<file path="src/rtl/ecc_decoder.sv">
// Multi-cycle SECDED Hamming decoder for the 8/16/32-bit Encoder codeword format.
// Four-state job flow: capture, syndrome, correct/extract, result pulse.
module ecc_decoder #(
    parameter int AMBA_WORD  = 32,
    parameter int DATA_WIDTH = 32
) (
    input  logic                  clk,
    input  logic                  reset,
    input  logic [DATA_WIDTH-1:0] data_in,
    input  logic [AMBA_WORD-1:0]  CodeWord_Width,
    input  logic                  En,
    output logic [DATA_WIDTH-1:0] data_out,
    output logic [1:0]            num_of_errors,
    output logic                  ready_Decoder,
    output logic                  busy
);

    typedef enum logic [1:0] {IDLE, SYND, CORR, DONE} state_t;

    state_t      state, state_nxt;
    logic        load;
    logic [31:0] cw;
    logic [1:0]  fmt;
    logic [31:0] hv;        // codeword re-laid by Hamming position (bit 0 unused)
    logic [4:0]  syn;
    logic        q;
    logic [31:0] hv_c, fix_c, dext_c;
    logic [4:0]  syn_c;
    logic        q_c;
    logic        unused_cw_width;

    assign unused_cw_width = ^CodeWord_Width[AMBA_WORD-1:2];

    // Scatter the packed codeword (checks low, data high) onto positions 1..2^(P-1)-1.
    function automatic logic [31:0] to_pos(input logic [31:0] c, input logic [1:0] f);
        logic [31:0] h;
        logic [4:0]  k, j, p, np;
        h = '0;
        k = '0;
        j = '0;
        case (f)
            2'b00:   begin np = 5'd7;  p = 5'd4; end
            2'b01:   begin np = 5'd15; p = 5'd5; end
            default: begin np = 5'd31; p = 5'd6; end
        endcase
        for (int pos = 1; pos < 32; pos++) begin
            if (5'(pos) <= np) begin
                if ((pos & (pos - 1)) == 0) begin
                    h[pos] = c[j];
                    j = j + 5'd1;
                end else begin
                    h[pos] = c[p + k];
                    k = k + 5'd1;
                end
            end
        end
        return h;
    endfunction

    function automatic logic [31:0] extract(input logic [31:0] h, input logic [1:0] f);
        logic [31:0] d;
        logic [4:0]  k, np;
        d = '0;
        k = '0;
        case (f)
            2'b00:   np = 5'd7;
            2'b01:   np = 5'd15;
            default: np = 5'd31;
        endcase
        for (int pos = 3; pos < 32; pos++) begin
            if (5'(pos) <= np && (pos & (pos - 1)) != 0) begin
                d[k] = h[pos];
                k = k + 5'd1;
            end
        end
        return d;
    endfunction

    always_comb begin
        hv_c  = to_pos(cw, fmt);
        syn_c = '0;
        for (int pos = 1; pos < 32; pos++)
            if (hv_c[pos]) syn_c = syn_c ^ 5'(pos);
        case (fmt)
            2'b00:   q_c = ^cw[7:0];
            2'b01:   q_c = ^cw[15:0];
            default: q_c = ^cw;
        endcase
        fix_c  = (q && syn != 5'd0) ? (hv ^ (32'd1 << syn)) : hv;
        dext_c = extract(fix_c, fmt);
    end

    always_ff @(posedge clk or posedge reset) begin
        if (reset) state <= IDLE;
        else       state <= state_nxt;
    end

    always_comb begin
        state_nxt = state;
        load      = 1'b0;
        case (state)
            IDLE: if (En) begin load = 1'b1; state_nxt = SYND; end
            SYND: state_nxt = CORR;
            CORR: state_nxt = DONE;
            DONE: begin
                if (En) begin load = 1'b1; state_nxt = SYND; end
                else    state_nxt = IDLE;
            end
            default: state_nxt = IDLE;
        endcase
    end

    assign busy = (state == SYND) || (state == CORR);

    always_ff @(posedge clk or posedge reset) begin
        if (reset) begin
            cw            <= '0;
            fmt           <= '0;
            hv            <= '0;
            syn           <= '0;
            q             <= 1'b0;
            data_out      <= '0;
            num_of_errors <= '0;
            ready_Decoder <= 1'b0;
        end else begin
            ready_Decoder <= (state == CORR);
            if (load) begin
                cw  <= 32'(data_in);
                fmt <= CodeWord_Width[1:0];
            end
            if (state == SYND) begin
                hv  <= hv_c;
                syn <= syn_c;
                q   <= q_c;
            end
            if (state == CORR) begin
                if (fmt == 2'b11) begin
                    data_out      <= '0;
                    num_of_errors <= 2'b00;
                end else begin
                    data_out      <= DATA_WIDTH'(dext_c);
                    num_of_errors <= q ? 2'b01 : ((syn != 5'd0) ? 2'b10 : 2'b00);
                end
            end
        end
    end

endmodule

</file>
<file path="config.mk">
export PLATFORM = sky130hd
export DESIGN_NAME = ecc_decoder
export DESIGN_NICKNAME = d
export VERILOG_FILES = /design/src/rtl/ecc_decoder.sv
export SDC_FILE = /design/constraint.sdc
export NUM_CORES = 1
export LEC_CHECK = 0
export CORE_MARGIN = 4
export CORE_UTILIZATION = 30
export CTS_BUF_LIST = sky130_fd_sc_hd__clkbuf_8
export DETAILED_ROUTE_END_ITERATION = 8
export PLACE_DENSITY = 0.48
export SLEW_MARGIN = 20
export SYNTH_ARGS = -nofsm -noshare
export SYNTH_HDL_FRONTEND = slang
export SYNTH_SLANG_ARGS = --single-unit
</file>
<file path="constraint.sdc">
create_clock -name clk -period 4.9 [get_ports clk]
set_input_delay 0.49 -clock clk [delete_from_list [all_inputs] [get_ports clk]]
set_output_delay 0.49 -clock clk [all_outputs]
set_load 0.01 [all_outputs]
</file>
==> flow_metrics.tcl <==
set metrics [dict create \
    yosysSeqAreaShare_pct 44.9 \
    min_period_ns 2.98 \
    cts_resized 0 \
    htree_num_levels 3 \
    wl_microns 13600 \
    fin_hold_ws_ns 0.490 \
    cts.path.max_buffers 2 \
    antenna_cells 0 \
    area_delta_synth_final_pct 19.2 \
    cts_made_buffers 9 \
    clk_latency_ns 0.39 \
    p_per_area_mw_per_mm2 917 \
    timing.final.max_slew_violations 0 \
    start_util_pct 30.6 \
    fillCellCount 1862 \
    cp.required_ns 5.18 \
    antenna_found_initial 0 \
    grt-ovfl-total 0 \
    via_count 3885 \
    stdcell_area_sq_mm 0.00684 \
    yosysTopAreaCellShare_pct 44.9 \
    synth_most_common_cell "dfrtp_1" \
    grt_max_degree 73 \
    drive_gt1_share_pct 11.6 \
    ir_drop_mv 0.386 \
    drt_iter0_drc 235 \
    synth-warning-count 0 \
    cp-start-kind "flip-flop" \
    clkSinkCount 103 \
    clockRootBuffer "clkbuf_8" \
    synth_compound_area_share_pct 11.8 \
    cts_tree "built" \
    setup_tns_ns 0 \
    design.core.area_sq_mm 0.0188 \
    place_ws_ns 1.88 \
    synth.area.top_cells "dfrtp_1 45%, xnor2_1 8.8%, mux2_2 7.5%" \
    setup_viol 0 \
    firstDrtPassIters 5 \
    port_buffers 72 \
    viasPerCell 4.74 \
    total_power_mw 6.28 \
    tightestPinTransition_ns 0.995 \
    cp-end-kind "flip-flop" \
    muxShareOfSynthArea_pct 10.8 \
    cts_setup_buffers 0 \
    place_congestion 0.831 \
    dp_hpwl_microns 10200 \
    synth_xor_area_share_pct 17.1 \
    dp.cells 804 \
    worst_ep_arrival_time_ns 3.26 \
    ys_top_cells_by_count "103 x dfrtp_1, 58 x xnor2_1, 38 x mux2_2" \
    synthCells 529 \
    yosys.area_share.adder_pct 1.96 \
    hold_viol 0 \
    grtUsageTotal_pct 13.3 \
    synth-edff-count 0 \
    min_path_type "reg2reg" \
    post-route-period-util_pct 60.8 \
    rsz0062_at_grt "false" \
    final_nets 657 \
    grt_pass1_wl_microns 22800 \
    dieArea_sq_mm 0.0214 \
    syn-cell-area_sq_mm 0.00574 \
    status "finished clean" \
    synth_area_leader_cell "dfrtp_1" \
    stdcell_count 820 \
    syn_nets 605 \
    dieWidth_microns 146 \
    worst_slack_ns 1.92 \
    worstPathMaxFanout 14 \
    drv_cap 0 \
    die_h_microns 146 \
    detail_route.wl_per_cell_microns 16.5 \
    synth_seq_cells 103 \
    synth.distinct_cells 50 \
    fin_skew_ns 0.0138 \
    synth_top_family_by_area "XOR/XNOR gates" \
    ctsHoldBuffers 0 \
    ios 103 \
    ant_nets 0 \
    grt_pass1_vias 4156 \
    syn_avg_cell_area_sq_um 10.9 \
    clock.fmax_mhz 335 \
    clk_pin_slew_ns 0.10 \
    relSlewSlack_pct 33.6 \
    synthSimpleGateAreaFrac_pct 9.26 \
    async_flop_share_pct 100 \
    num_rows 50 \
    postLayoutCoreUtil_pct 36.5 \
    drc_errors 0 \
    p_leak_nw 2.86 \
    placed_cell_area_sq_mm 0.00666 \
    synth-main-ff-cell "dfrtp_1" \
    critical_path_class "reg2reg" \
]
[layer usage]
metal	track usage [%]	routed length, microns	share of wire (%)	vias to the layer above
met5	0	0	0	-
met3	3.54	703	5.2	10
met4	3.34	131	0.97	0
met1	18.5	6470	48	1867
met2	20.8	6250	46	85
li1	-	-	-	1923
[registers in the layout, summed over array words and instances (netlist names)]
| signal | flops |
|---|---|
| q | 1 |
| fmt | 2 |
| syn | 5 |
| state | 2 |
| cw | 32 |
| hv | 26 |
| num_of_errors | 2 |
| data_out | 32 |
| ready_Decoder | 1 |
[layout by cell type (no fill, tap or decap), types with 16 or more instances in the layout]
cell / n
mux2_2: 38
a21oi_1: 16
xor2_1: 20
nor2_1: 35
o2bb2ai_1: 23
xnor2_1: 58
clkdlybuf4s50_1: 72
nand2_1: 35
dfrtp_1: 103
inv_1: 26
[cell families after synthesis]
logic type	after synthesis
muxes	53
buffers and inverters	64
xor gates and xnor gates	91
and+or+nand+nor	114
AOI/OAI and AO/OA	95
adders and majority gates	9
DFF	103
[where the power goes]
group,internal [mW],total (mW),switching [mW]
Sequential,1.21,1.68,0.464
Clock,0.207,0.522,0.315
Combinational,2.23,4.08,1.85
[critical path, stage by stage, from the launching register on]
cell	delay, ns
dfrtp_1	0.61
nor2_1	0.31
inv_1	0.08
ha_1	0.49
mux4_2	0.60
xnor3_1	0.40
xnor2_1	0.16
a31o_1	0.22
[final timing paths]
| kind | start | to | slack (ns) | cells past startpoint |
|---|---|---|---|---|
| setup / recovery | fmt[0] | syn[4] | 1.92 | 7 |
| hold / removal | data_out[23] | data_out[23] | 0.49 | 1 |
| setup reg to reg | fmt[0] | syn[4] | 1.92 | 7 |
| hold reg to reg | data_out[23] | data_out[23] | 0.49 | 1 |
| max in group asynchronous | reset | cw[4] | 3.26 | 3 |
| min in group asynchronous | reset | data_out[26] | 0.62 | 2 |
[final cells by class]
cell class | instances | area (sq um) | share of cell area [%]
Tap cell | 234 | 293 | 4.28
Multi-Input combinational cell | 362 | 2920 | 42.7
Sequential cell | 103 | 2580 | 37.7
Inverter | 29 | 111 | 1.63
Clock buffer | 10 | 138 | 2.01
Clock inverter | 6 | 50.0 | 0.731
Timing Repair Buffer | 76 | 751 | 11.0
Power figures use the tool's default switching activity.
